--- src/rtl/axitoahbl_pkg.sv ---
// Shared definitions for the AXI-to-AHB-Lite bridge inbound register slices.
//   skid_state_e      : occupancy state of the two-entry skid buffer
//   w_payload_width() : packed width of one W beat {WID, WDATA, WSTRB, WLAST}
package axitoahbl_pkg;

    typedef enum logic [1:0] {
        ST_EMPTY = 2'b00,   // neither register holds a beat
        ST_ONE   = 2'b01,   // main register holds a beat
        ST_FULL  = 2'b10    // main and skid registers both hold a beat
    } skid_state_e;

    function automatic int unsigned w_payload_width(input int unsigned id_width,
                                                    input int unsigned data_width);
        return id_width + data_width + data_width / 8 + 1;
    endfunction

endpackage

--- src/rtl/axitoahbl_skid_buf.sv ---
// Two-entry skid buffer (full register slice) for a valid/ready channel.
// Every output is driven straight from a flop, so no combinational path
// crosses the slice in either direction, yet it still moves one beat per clock.
//   clk_i, rst_ni        : clock (rising edge), asynchronous active-low reset
//   in_data_i/valid_i    : upstream payload and valid
//   in_ready_o           : registered ready to upstream
//   out_data_o/valid_o   : registered payload and valid to downstream
//   out_ready_i          : ready from downstream
module axitoahbl_skid_buf
    import axitoahbl_pkg::*;
#(
    parameter int unsigned WIDTH = 8
) (
    input  logic             clk_i,
    input  logic             rst_ni,
    input  logic [WIDTH-1:0] in_data_i,
    input  logic             in_valid_i,
    output logic             in_ready_o,
    output logic [WIDTH-1:0] out_data_o,
    output logic             out_valid_o,
    input  logic             out_ready_i
);

    skid_state_e      state_q, state_d;
    logic [WIDTH-1:0] main_q, main_d;
    logic [WIDTH-1:0] skid_q, skid_d;
    logic             ready_q, ready_d;
    logic             valid_q, valid_d;
    logic             accept;
    logic             pop;

    assign accept = in_valid_i & ready_q;
    assign pop    = valid_q & out_ready_i;

    always_comb begin
        state_d = state_q;
        main_d  = main_q;
        skid_d  = skid_q;
        case (state_q)
            ST_EMPTY: begin
                if (accept) begin
                    main_d  = in_data_i;
                    state_d = ST_ONE;
                end
            end
            ST_ONE: begin
                if (accept && pop) begin
                    main_d = in_data_i;
                end else if (accept) begin
                    skid_d  = in_data_i;
                    state_d = ST_FULL;
                end else if (pop) begin
                    state_d = ST_EMPTY;
                end
            end
            ST_FULL: begin
                // ready_q is low here, so only a pop can occur
                if (pop) begin
                    main_d  = skid_q;
                    state_d = ST_ONE;
                end
            end
            default: begin
                // unused encoding: drop whatever is held and reopen
                state_d = ST_EMPTY;
            end
        endcase
        // ready and valid are registered copies of the next-state decode,
        // which is what lets ready lag the downstream stall by one cycle
        ready_d = (state_d != ST_FULL);
        valid_d = (state_d == ST_ONE) || (state_d == ST_FULL);
    end

    always_ff @(posedge clk_i or negedge rst_ni) begin
        if (!rst_ni) begin
            state_q <= ST_EMPTY;
            main_q  <= '0;
            skid_q  <= '0;
            ready_q <= 1'b0;
            valid_q <= 1'b0;
        end else begin
            state_q <= state_d;
            main_q  <= main_d;
            skid_q  <= skid_d;
            ready_q <= ready_d;
            valid_q <= valid_d;
        end
    end

    assign in_ready_o  = ready_q;
    assign out_data_o  = main_q;
    assign out_valid_o = valid_q;

endmodule

--- src/rtl/axitoahbl_axi_w_in_slice.sv ---
// Inbound AXI write-data (W) channel register slice between the external AXI
// master and the AXI slave controller. Payload is carried opaquely.
//   ACLK, ARESETN                       : clock, asynchronous active-low reset
//   WID/WDATA/WSTRB/WLAST/WVALID        : W channel from the AXI master
//   WREADY                              : registered ready to the AXI master
//   WIDIn/WDATAIn/WSTRBIn/WLASTIn/WVALIDIn : registered W channel to controller
//   WREADYIn                            : ready from the slave controller
module axitoahbl_axi_w_in_slice
    import axitoahbl_pkg::*;
#(
    parameter int unsigned ID_WIDTH   = 4,
    parameter int unsigned DATA_WIDTH = 64
) (
    input  logic                    ACLK,
    input  logic                    ARESETN,
    input  logic [ID_WIDTH-1:0]     WID,
    input  logic [DATA_WIDTH-1:0]   WDATA,
    input  logic [DATA_WIDTH/8-1:0] WSTRB,
    input  logic                    WLAST,
    input  logic                    WVALID,
    output logic                    WREADY,
    output logic [ID_WIDTH-1:0]     WIDIn,
    output logic [DATA_WIDTH-1:0]   WDATAIn,
    output logic [DATA_WIDTH/8-1:0] WSTRBIn,
    output logic                    WLASTIn,
    output logic                    WVALIDIn,
    input  logic                    WREADYIn
);

    localparam int unsigned PW = w_payload_width(ID_WIDTH, DATA_WIDTH);

    logic [PW-1:0] w_in;
    logic [PW-1:0] w_out;

    assign w_in = {WID, WDATA, WSTRB, WLAST};

    axitoahbl_skid_buf #(
        .WIDTH (PW)
    ) u_skid (
        .clk_i       (ACLK),
        .rst_ni      (ARESETN),
        .in_data_i   (w_in),
        .in_valid_i  (WVALID),
        .in_ready_o  (WREADY),
        .out_data_o  (w_out),
        .out_valid_o (WVALIDIn),
        .out_ready_i (WREADYIn)
    );

    assign {WIDIn, WDATAIn, WSTRBIn, WLASTIn} = w_out;

endmodule

--- config.mk ---
export PLATFORM = sky130hd
export DESIGN_NAME = axitoahbl_axi_w_in_slice
export DESIGN_NICKNAME = d
export VERILOG_FILES = /design/src/rtl/axitoahbl_pkg.sv /design/src/rtl/axitoahbl_skid_buf.sv /design/src/rtl/axitoahbl_axi_w_in_slice.sv
export SDC_FILE = /design/constraint.sdc
export NUM_CORES = 1
export LEC_CHECK = 0
export ABC_AREA = 1
export CAP_MARGIN = 20
export CORE_MARGIN = 2
export CORE_UTILIZATION = 51
export CTS_CLUSTER_DIAMETER = 40
export DETAILED_ROUTE_END_ITERATION = 10
export PLACE_DENSITY = 0.9
export SETUP_SLACK_MARGIN = 0.4
export SLEW_MARGIN = 20
export SYNTH_ARGS = -nofsm -noshare
export SYNTH_HDL_FRONTEND = slang
export SYNTH_SLANG_ARGS = --single-unit
--- constraint.sdc ---
create_clock -name ACLK -period 2.1 [get_ports ACLK]
set_clock_uncertainty 0.2 [all_clocks]
set_input_delay 0.63 -clock ACLK [delete_from_list [all_inputs] [get_ports ACLK]]
set_output_delay 0.63 -clock ACLK [all_outputs]
set_load 0.005 [all_outputs]
# Word level (Yosys, flattened, before mapping)
# Cells that the tools add are included.
[op_classes]
n_reduce_logical = 6
eq_ne = 8
n_mux = 10
bitwise = 3
[ops]
columns = ["operator", "n"]
rows = [
  ["2-to-1 mux 77 bit", 3],
  ["one-hot mux 77 bit (3 select lines)", 1],
  ["2-to-1 mux 2 bit", 5],
  ["inequality test 2 x 1 -> 1 bit, second input constant", 3],
  ["one-hot mux 2 bit (3 select lines)", 1],
  ["== test 2 x 1 -> 1 bit, second input constant", 2],
  ["== test 2 bit, second input constant", 2],
  ["AND reduction 4 bit", 1],
  ["AND reduction 3 bit", 1],
  ["nonzero test 3 bit", 1],
  ["bitwise AND 1 bit", 2],
  ["logical NOT 2 bit", 1],
  ["inequality test 2 bit, second input constant", 1],
  ["logical AND 1 bit", 1],
  ["logical OR 1 bit", 1],
  ["inverter 1 bit", 1],
]
[totals]
output_inout_bits = 79
inputBits = 81
elab_cells = 32
reg_bits = 158

# Depth between registers and ports, before layout
# Gate-level depths: netlist (run 1).
[depth]
ltp_word = 7
depth_mapped = 9
mapped_depth_nobuf = 6

# Least setup slack after synthesis (run 1)
# OpenSTA, ideal clock, no wires.
[synth_timing]
path_type = "input port to flip-flop"
startpoint = "input port WVALID"
endpoint = "register u_skid.valid_q, in the netlist u_skid.out_valid_o"
arrival_ps = 1591
setup_ps = 113
slack_ps = 197
cell_stages = 7
cell_sequence = "nand3_4 nand2_2 buf_2 buf_4 a21oi_1 ha_1 inv_1"
[synth_between]
elab_chain_cells = 6
word_cells_on_any_way = 9
classes_between = "eq/ne (2); mux (4); bitwise (1); reduce/logical (2)"
[synth_lines]
columns = ["item", "line_no", "rtl"]
rows = [
  ["start, declared", "axitoahbl_axi_w_in_slice.sv:20", "input logic WVALID,"],
  ["bitwise AND 1 bit *", "axitoahbl_skid_buf.sv:32", "assign accept = in_valid_i & ready_q;"],
  ["2-to-1 mux 2 bit / logical AND 1 bit (equally long branches)", "axitoahbl_skid_buf.sv:49, axitoahbl_skid_buf.sv:47", ""],
  ["2-to-1 mux 2 bit", "axitoahbl_skid_buf.sv:47", "if (accept && pop) begin"],
  ["one-hot mux 2 bit (3 select lines) *", "axitoahbl_skid_buf.sv:39", "case (state_q)"],
  ["== test 2 x 1 -> 1 bit / == test 2 bit (equally long branches)", "axitoahbl_skid_buf.sv:71", "valid_d = (state_d == ST_ONE) || (state_d == ST_FULL);"],
  ["logical OR 1 bit *", "axitoahbl_skid_buf.sv:71", ""],
  ["net u_skid.valid_d", "axitoahbl_skid_buf.sv:28", "logic valid_q, valid_d;"],
  ["end signal, assigned", "axitoahbl_skid_buf.sv:86", "valid_q <= valid_d;"],
  ["end, declared", "axitoahbl_skid_buf.sv:28", ""],
]
# Mark *: on every way through the listed nets, which the timed path passes. The rest lies on a longest branch.
# A chain may end at the register's enable or synchronous reset.

# Worst setup path in the final report (run 1)
[layout_timing]
startpoint = "register u_skid.valid_q, in the netlist u_skid.out_valid_o"
endpoint = "output port WVALIDIn"
[layout_rtl]
columns = ["item", "line_no", "rtl"]
rows = [
  ["end, declared", "axitoahbl_axi_w_in_slice.sv:26", "output logic WVALIDIn,"],
]
# No word-level cell between the ends.

==> results.ini, run 1 <==
[worst_setup_path]
worstPathCellList=buf_2
crit_required_ps=1270
crit_buf_inv=1
worstPathArrival_ps=980
cp_slowest_stage_delay_ps=420
cp-end-kind=primary output
crit_path_start_kind=flop
cp_max_fo=2
slowest_stage=dfrtp_1
crit_family=flip-flops
worstSetupPathType=reg2out

[floorplan]
boundaryPins=160
initial_core_util=0.522
fp.dieW_um=123
core_area_um2=13900
dieArea_um2=15200
die_h_um=123
placementRows=43

[sta]
setup_ws_ps=288
rsz0062_at_grt=yes
fin_crit_sh=0.863
worstMarginPinSlew_ps=400
hold_ws_ps=274
hold_violations=0
finalMaxSlewViolations=0
slew_headroom=0.733
fin_crit_ps=1810
setup_viol=0
max_freq_ghz=0.552

[global_route]
gr-total-overflow=0
met1_usage=0.360
grt_pass1_vias=7017
grt_max_degree=73
grt.busiest_layer=met2
grt_util_all_layers=0.283
grtUsageMet3=0.0604
gr-usage-met2=0.475
antenna_found_initial=0
grt_first_pass_wirelength_um=33700

[power_and_ir_drop]
share_seq_of_total_power=0.307
cellPowerDensity_nw_per_um2=1640
p_int_w=0.0102
vdd_drop_max_v=0.000868
swShare=0.405
p_sw_w=0.00693
combPwrFrac=0.514
leakage_nw=5.59
pwr-share-clk=0.179

[detailed_routing]
drtIter0Drc=1091
routedWlPerCell_um=18.3
vias=7767
ant_nets=0
wirelength_um=24800
via_per_inst=5.71
dr.pass1.iters=7
drc=0

[placed_design]
gp_congestion=0.802
dpl_worst_slack_ps=-159
io_buffers=159
place_inst=1242
place_hpwl_um=12500
place_area_um2=9200

[clock_tree]
htree_levels=4
clk_path_buf_depth=2
clkLatencyLatePin_ps=420
cts_sinks=158
numCtsBuffers=17
path_clk_slew_ps=60
cts-root-buf=clkbuf_16
cts_tree=yes

[finish]
nFillCells=927
fin_cells=1360
area_growth_syn_to_layout_pct=42.9
fin_nets=1250
final_common_cell=nand2_1
num_antenna_cells=0
drive_gt1_frac=0.208
final_area_um2=10400
most-common-layout-cells=464 x nand2_1, 156 x dfrtp_1, 153 x nand3_1

[flow_run]
drv_cap=0

[outcome]
status=finished, final reports clean

[logic_synthesis]
synth_top_area_cell=dfrtp_1
synth_area_um2=7280
synth_cell_type_count=19
syn_inst=943
yosysWarnings=0
syn-num-nets=1025
synth_area_leaders=dfrtp_1 54%, nand2_1 24%, nand3_1 11%
syn_avg_cell_area_um2=7.72
yosysTopAreaCellShare=0.543
yosysSeqAreaShare=0.543
ys_ff_latch=158

[min_path]
hp-class=reg2reg

-- per-layer routing --
layer,part of all wire,up-vias
met4,0.033,0
met1,0.37,3681
met2,0.50,504
met3,0.097,103
met5,0,-
li1,-,3479
-- synthesized netlist by cell type, drive strengths merged --
cell type and count:
o21ai 79, nand2 469, inv 4, ha 1, nor2 2, buf 28
dfrtp 158, nand3 155, a21oi 2, clkbuf 45
-- sequential cells by signal (all words and copies together) (netlist names) --
signal              cells
u_skid.in_ready_o       1
u_skid.out_data_o      77
u_skid.out_valid_o      1
u_skid.skid_q          77
u_skid.state_q          2
-- power by group through the flow --
stage               Clock [W]  Sequential [W]  Combinational, W
floorplan                   0         0.00516           0.00385
global placement            0         0.00522           0.00668
detailed placement          0         0.00526           0.00688
CTS                   0.00304         0.00521           0.00691
global route          0.00320         0.00537           0.00953
finish                0.00306         0.00526           0.00879
-- cell type report --
type	instances	area [µm²]	area share
clock inverters	11	118	0.0113
clock buffers	20	457	0.0439
multi-input cells	709	3080	0.296
repair buffers	278	2550	0.245
flip-flops and latches	158	3960	0.380
inverters	4	20.0	0.00192
well taps	180	225	0.0216
-- what timing repair did --
action	CTS	global route
setup buffers	31	40
setup endpoints to repair	236	199
cloned	2	13
hold buffers	1	0
gates resized for setup	332	22
hold endpoints to repair	28	0
pin swaps	1	7
-- stage by stage --
stage	setup TNS, ps	utilization	total power [W]
floorplan	0	-	0.00901
global placement	-7030	0.660	0.0119
detailed placement	-14210	0.660	0.0121
CTS	0	0.698	0.0152
global route	0	0.747	0.0181
finish	0	0.747	0.0171
-- worst paths after layout --
kind | from | to | slack (ps) | depth (start not counted)
setup / recovery | u_skid.out_valid_o | WVALIDIn | 290 | 1
hold / removal | u_skid.out_data_o[70] | u_skid.out_data_o[70] | 270 | 2
setup reg to reg | u_skid.state_q[1] | u_skid.out_data_o[4] | 330 | 7
hold reg to reg | u_skid.out_data_o[70] | u_skid.out_data_o[70] | 270 | 2
max in group asynchronous | ARESETN | u_skid.skid_q[8] | 660 | 3
min in group asynchronous | ARESETN | u_skid.out_data_o[3] | 480 | 2
-- logic make-up (layout without fill, tap and decap cells) --
group / count (synthesis) / in the layout / share of synthesized area
simple gates: 626 / 627 / 0.353
buf+inv: 77 / 313 / 0.0462
compound gates: 81 / 81 / 0.0562
flops: 158 / 158 / 0.543
fa+ha+maj: 1 / 1 / 0.00172
(Power assumes the default switching activity.)
==> run 2, diff against run 1 <==
CORE_ASPECT_RATIO = 0.9   (was default)
==> run 2 against run 1 <==
Against the previous run: non-clock buffer count fell by 13; sequential share of layout area rose by 0.97 points; clock power rose by 3%; sequential power barely moved; largest power group unchanged; register-to-register slack improved by 50 ps; critical path depth did not move; combinational power fell by 12%; largest cell class unchanged; flip-flop and latch count did not move.
==> results.ini, run 2 (same netlist as run 1, synthesis figures left out) <==
[worst_setup_path]
cp_slowest_stage_delay_ps=410
crit_required_ps=1270
cp_max_fo=2
slowest_stage=dfrtp_1
crit_family=flip-flops
worstSetupPathType=reg2out
cp-end-kind=primary output
crit_buf_inv=1
reg2reg_slack_ps=380
worstPathArrival_ps=980
crit_path_start_kind=flop
worstPathCellList=buf_2

[sta]
setup_ws_ps=287
tns_ps=0
setup_viol=0
fin_crit_sh=0.863
max_freq_ghz=0.552
hold_violations=0
fin_crit_ps=1810
worstMarginPinSlew_ps=437
rsz0062_at_grt=yes
slew_headroom=0.708
finalMaxSlewViolations=0

[finish]
drive_gt1_frac=0.195
final_common_cell=nand2_1
num_antenna_cells=0
area_growth_syn_to_layout_pct=39.4
fin_cells=1360
final_area_um2=10100
most-common-layout-cells=464 x nand2_1, 156 x dfrtp_1, 154 x nand3_1
fin_nets=1236

[global_route]
grtUsageMet3=0.0607
gr-total-overflow=0
antenna_found_initial=0
grt_first_pass_wirelength_um=34700
grt_util_all_layers=0.287
grt_pass1_vias=6940
gr-usage-met2=0.458
grt.busiest_layer=met2
grt_max_degree=56
met1_usage=0.390

[detailed_routing]
wirelength_um=21700
ant_nets=0
routedWlPerCell_um=15.9
drtIter0Drc=810
drc=0
dr.pass1.iters=5
via_per_inst=5.44
vias=7393

[floorplan]
placementRows=41
die_h_um=117
fp.dieW_um=130
dieArea_um2=15200
initial_core_util=0.520
core_area_um2=14000
boundaryPins=160

[power_and_ir_drop]
cellPowerDensity_nw_per_um2=1590
power_w=0.0161
leakage_nw=5.47
vdd_drop_max_v=0.00112

[clock_tree]
cts_sinks=158
clkLatencyLatePin_ps=430
htree_levels=4
cts-root-buf=clkbuf_16
path_clk_slew_ps=60
clk_path_buf_depth=2
cts_tree=yes
numCtsBuffers=17

[min_path]
hp-class=reg2reg

[placed_design]
place_inst=1255
gp_congestion=0.830
place_hpwl_um=12600
io_buffers=159
dpl_worst_slack_ps=-156
place_area_um2=9230

[flow_run]
drv_cap=0

[outcome]
status=finished, final reports clean

[run 2: final cells by class]
class	count	area (µm²)
sequential	158	3960
tap	193	241
clock inverter	4	73.8
multi-input combinational	708	3030
fill	988	3850
clock buffer	28	537
inverter	4	15.0
timing repair buffer	265	2290
[run 2: per-layer routing]
metal / part of all wire / vias up
li1: - / 3448
met4: 0.026 / 0
met5: 0 / -
met2: 0.49 / 340
met3: 0.069 / 47
met1: 0.41 / 3558
[run 2: worst paths after layout]
path / cells past startpoint / start / endpoint
max: 1 / u_skid.out_data_o[12] / WDATAIn[3]
min: 2 / u_skid.out_data_o[3] / u_skid.out_data_o[3]
max reg2reg: 5 / u_skid.state_q[1] / u_skid.skid_q[27]
min reg2reg: 2 / u_skid.out_data_o[3] / u_skid.out_data_o[3]
max in group asynchronous: 3 / ARESETN / u_skid.out_data_o[62]
min in group asynchronous: 2 / ARESETN / u_skid.out_data_o[74]
[run 2: what timing repair did]
item,CTS,global route
buffers inserted,47,21
gates resized for setup,369,7
hold endpoints to repair,31,0
cloned,4,0
endpoints found under the setup margin,234,141
pin swaps,2,1
hold buffers,1,0
[run 2: power breakdown]
part / internal [W] / switching [W]
clock network: 0.00197 / 0.00118
registers: 0.00448 / 0.000763
logic: 0.00335 / 0.00438
[run 2: per-stage QoR]
stage               hold WS (ps)   util
finish                       275  0.725
global route                 293  0.725
CTS                          276  0.712
detailed placement           264  0.659
global placement             263  0.659
floorplan                    134      -
==> run 3, diff against run 2 <==
CORE_MARGIN = default   (was 2)
==> run 3 against run 2 <==
Against the previous run: fmax shrank 0.67%; die area shrank 3.2%; first-iteration DRC count grew 92%; critical endpoint is now WDATAIn[37]; global-route usage grew 6.0 points; clock-buffer cell count shrank 3; combinational power grew 49%; wire length grew 40%; clock power grew 3%; non-clock buffer count grew 39; power grew 25%; largest cell class unchanged; register-to-register slack lost 80 ps.
==> results.ini, run 3 (same netlist as run 1, synthesis figures left out) <==
[sta]
slew_headroom=0.728
max_freq_ghz=0.548
finalMaxSlewViolations=0
rsz0062_at_grt=yes
worstMarginPinSlew_ps=407
fin_crit_ps=1820
fin_crit_sh=0.869
hold_ws_ps=271
hold_violations=0
tns_ps=0
setup_viol=0
setup_ws_ps=275

[global_route]
grt_max_degree=58
antenna_found_initial=0
grt_pass1_vias=7648
grt_first_pass_wirelength_um=38800
grt_util_all_layers=0.347
gr-total-overflow=0

[clock_tree]
cts_tree=yes
clkLatencyLatePin_ps=440
numCtsBuffers=17
cts_sinks=158
path_clk_slew_ps=60
clk_path_buf_depth=2
htree_levels=4
cts-root-buf=clkbuf_16

[worst_setup_path]
crit_family=flip-flops
worstPathCellList=buf_2
crit_buf_inv=1
crit_path_start_kind=flop
worstReg2RegEnd=u_skid.skid_q[6]
slowest_stage=dfrtp_1
cp_slowest_stage_delay_ps=400
worstSetupPathType=reg2out
worstReg2RegStart=u_skid.state_q[1]
reg2reg_slack_ps=300
cp-end-kind=primary output
reg2reg_depth=5
crit_required_ps=1270
worstPathArrival_ps=990
cp_max_fo=2

[floorplan]
boundaryPins=160
initial_core_util=0.522
core_area_um2=14000
placementRows=41
dieArea_um2=14800
fp.dieW_um=128
die_h_um=115

[finish]
most-common-layout-cells=439 x nand2_1, 156 x dfrtp_1, 87 x nand3_1
fin_nets=1275
final_common_cell=nand2_1
area_growth_syn_to_layout_pct=58.2
drive_gt1_frac=0.301

[power_and_ir_drop]
cellPowerDensity_nw_per_um2=1750
leakage_nw=5.96
power_w=0.0201
vdd_drop_max_v=0.00133

[min_path]
whs_path_depth=2
min_to=u_skid.out_data_o[28]
hp-class=reg2reg
hold_start=u_skid.out_data_o[28]

[detailed_routing]
drc=0
via_per_inst=6.16
wirelength_um=30400
drtIter0Drc=1558
ant_nets=0
routedWlPerCell_um=21.7
vias=8615
dr.pass1.iters=6

[placed_design]
place_hpwl_um=12500
gp_congestion=0.849
dpl_worst_slack_ps=-159
io_buffers=159

[flow_run]
drv_cap=0

[outcome]
status=finished, final reports clean

-- run 3: changes by cell type in the layout (fill, tap and decap cells not counted), sizes merged --
| cell | delta |
|---|---|
| clkinv | +1 |
| buf | +24 |
| bufinv | +1 |
| clkbuf | +12 |
| diode | +1 |
-- run 3: how the worst max path moves through the flow --
| stage | startpoint | to | slack [ps] | depth (start not counted) |
|---|---|---|---|---|
| after floorplan | WVALID | u_skid.out_valid_o | 340 | 7 |
| after global placement | WVALID | u_skid.out_data_o[2] | -110 | 6 |
| after detailed placement | WVALID | u_skid.out_data_o[65] | -160 | 6 |
| after CTS | u_skid.out_data_o[24] | WDATAIn[15] | 290 | 1 |
| after global routing | u_skid.out_data_o[46] | WDATAIn[37] | 260 | 1 |
| final | u_skid.out_data_o[46] | WDATAIn[37] | 280 | 1 |
-- run 3: area by class of cell --
| class | count | area [µm²] |
|---|---|---|
| multi-input cells | 708 | 3550 |
| clock inverters | 6 | 105 |
| well taps | 193 | 241 |
| diodes | 1 | 2.50 |
| fillers | 748 | 2440 |
| flip-flops and latches | 158 | 3960 |
| repair buffers | 304 | 3140 |
| inverters | 4 | 17.5 |
| clock buffers | 25 | 505 |
-- run 3: stage by stage --
step | cells | instance area, µm² | util
after floorplan | 943 | 7330 | -
after global placement | 1254 | 9190 | 0.659
after detailed placement | 1254 | 9190 | 0.659
after CTS | 1352 | 10300 | 0.741
after global routing | 1398 | 11500 | 0.825
final | 1399 | 11500 | 0.825
-- run 3: worst register-to-register path: cells and delay by family, from the launching register on --
kind	cells	cell delay, ps
AOI/OAI and AO/OA	1	310
buffers and inverters	2	400
DFF	1	480
and+or+nand+nor	2	280
-- run 3: power by group --
| group | internal [W] | switching (W) |
|---|---|---|
| Sequential | 0.00448 | 0.000868 |
| Combinational | 0.00517 | 0.00637 |
| Clock | 0.00202 | 0.00124 |
| Total | 0.0117 | 0.00848 |
-- run 3: per-layer routing --
layer | part of all wire | wire length [µm] | track usage | up-vias
li1 | - | - | - | 3540
met1 | 0.35 | 10500 | 0.439 | 4053
met2 | 0.46 | 14100 | 0.561 | 772
met3 | 0.12 | 3590 | 0.0796 | 250
met4 | 0.074 | 2240 | 0.183 | 0
met5 | 0 | 0 | 0 | -
-- run 3: repair_timing --
action                                  CTS  global route
hold endpoints to repair                 32             0
pin swaps                                 6           139
resized for setup                       343           154
hold buffers                              1             0
endpoints found under the setup margin  226           218
buffers inserted                         55            29
gates cloned                             11            17
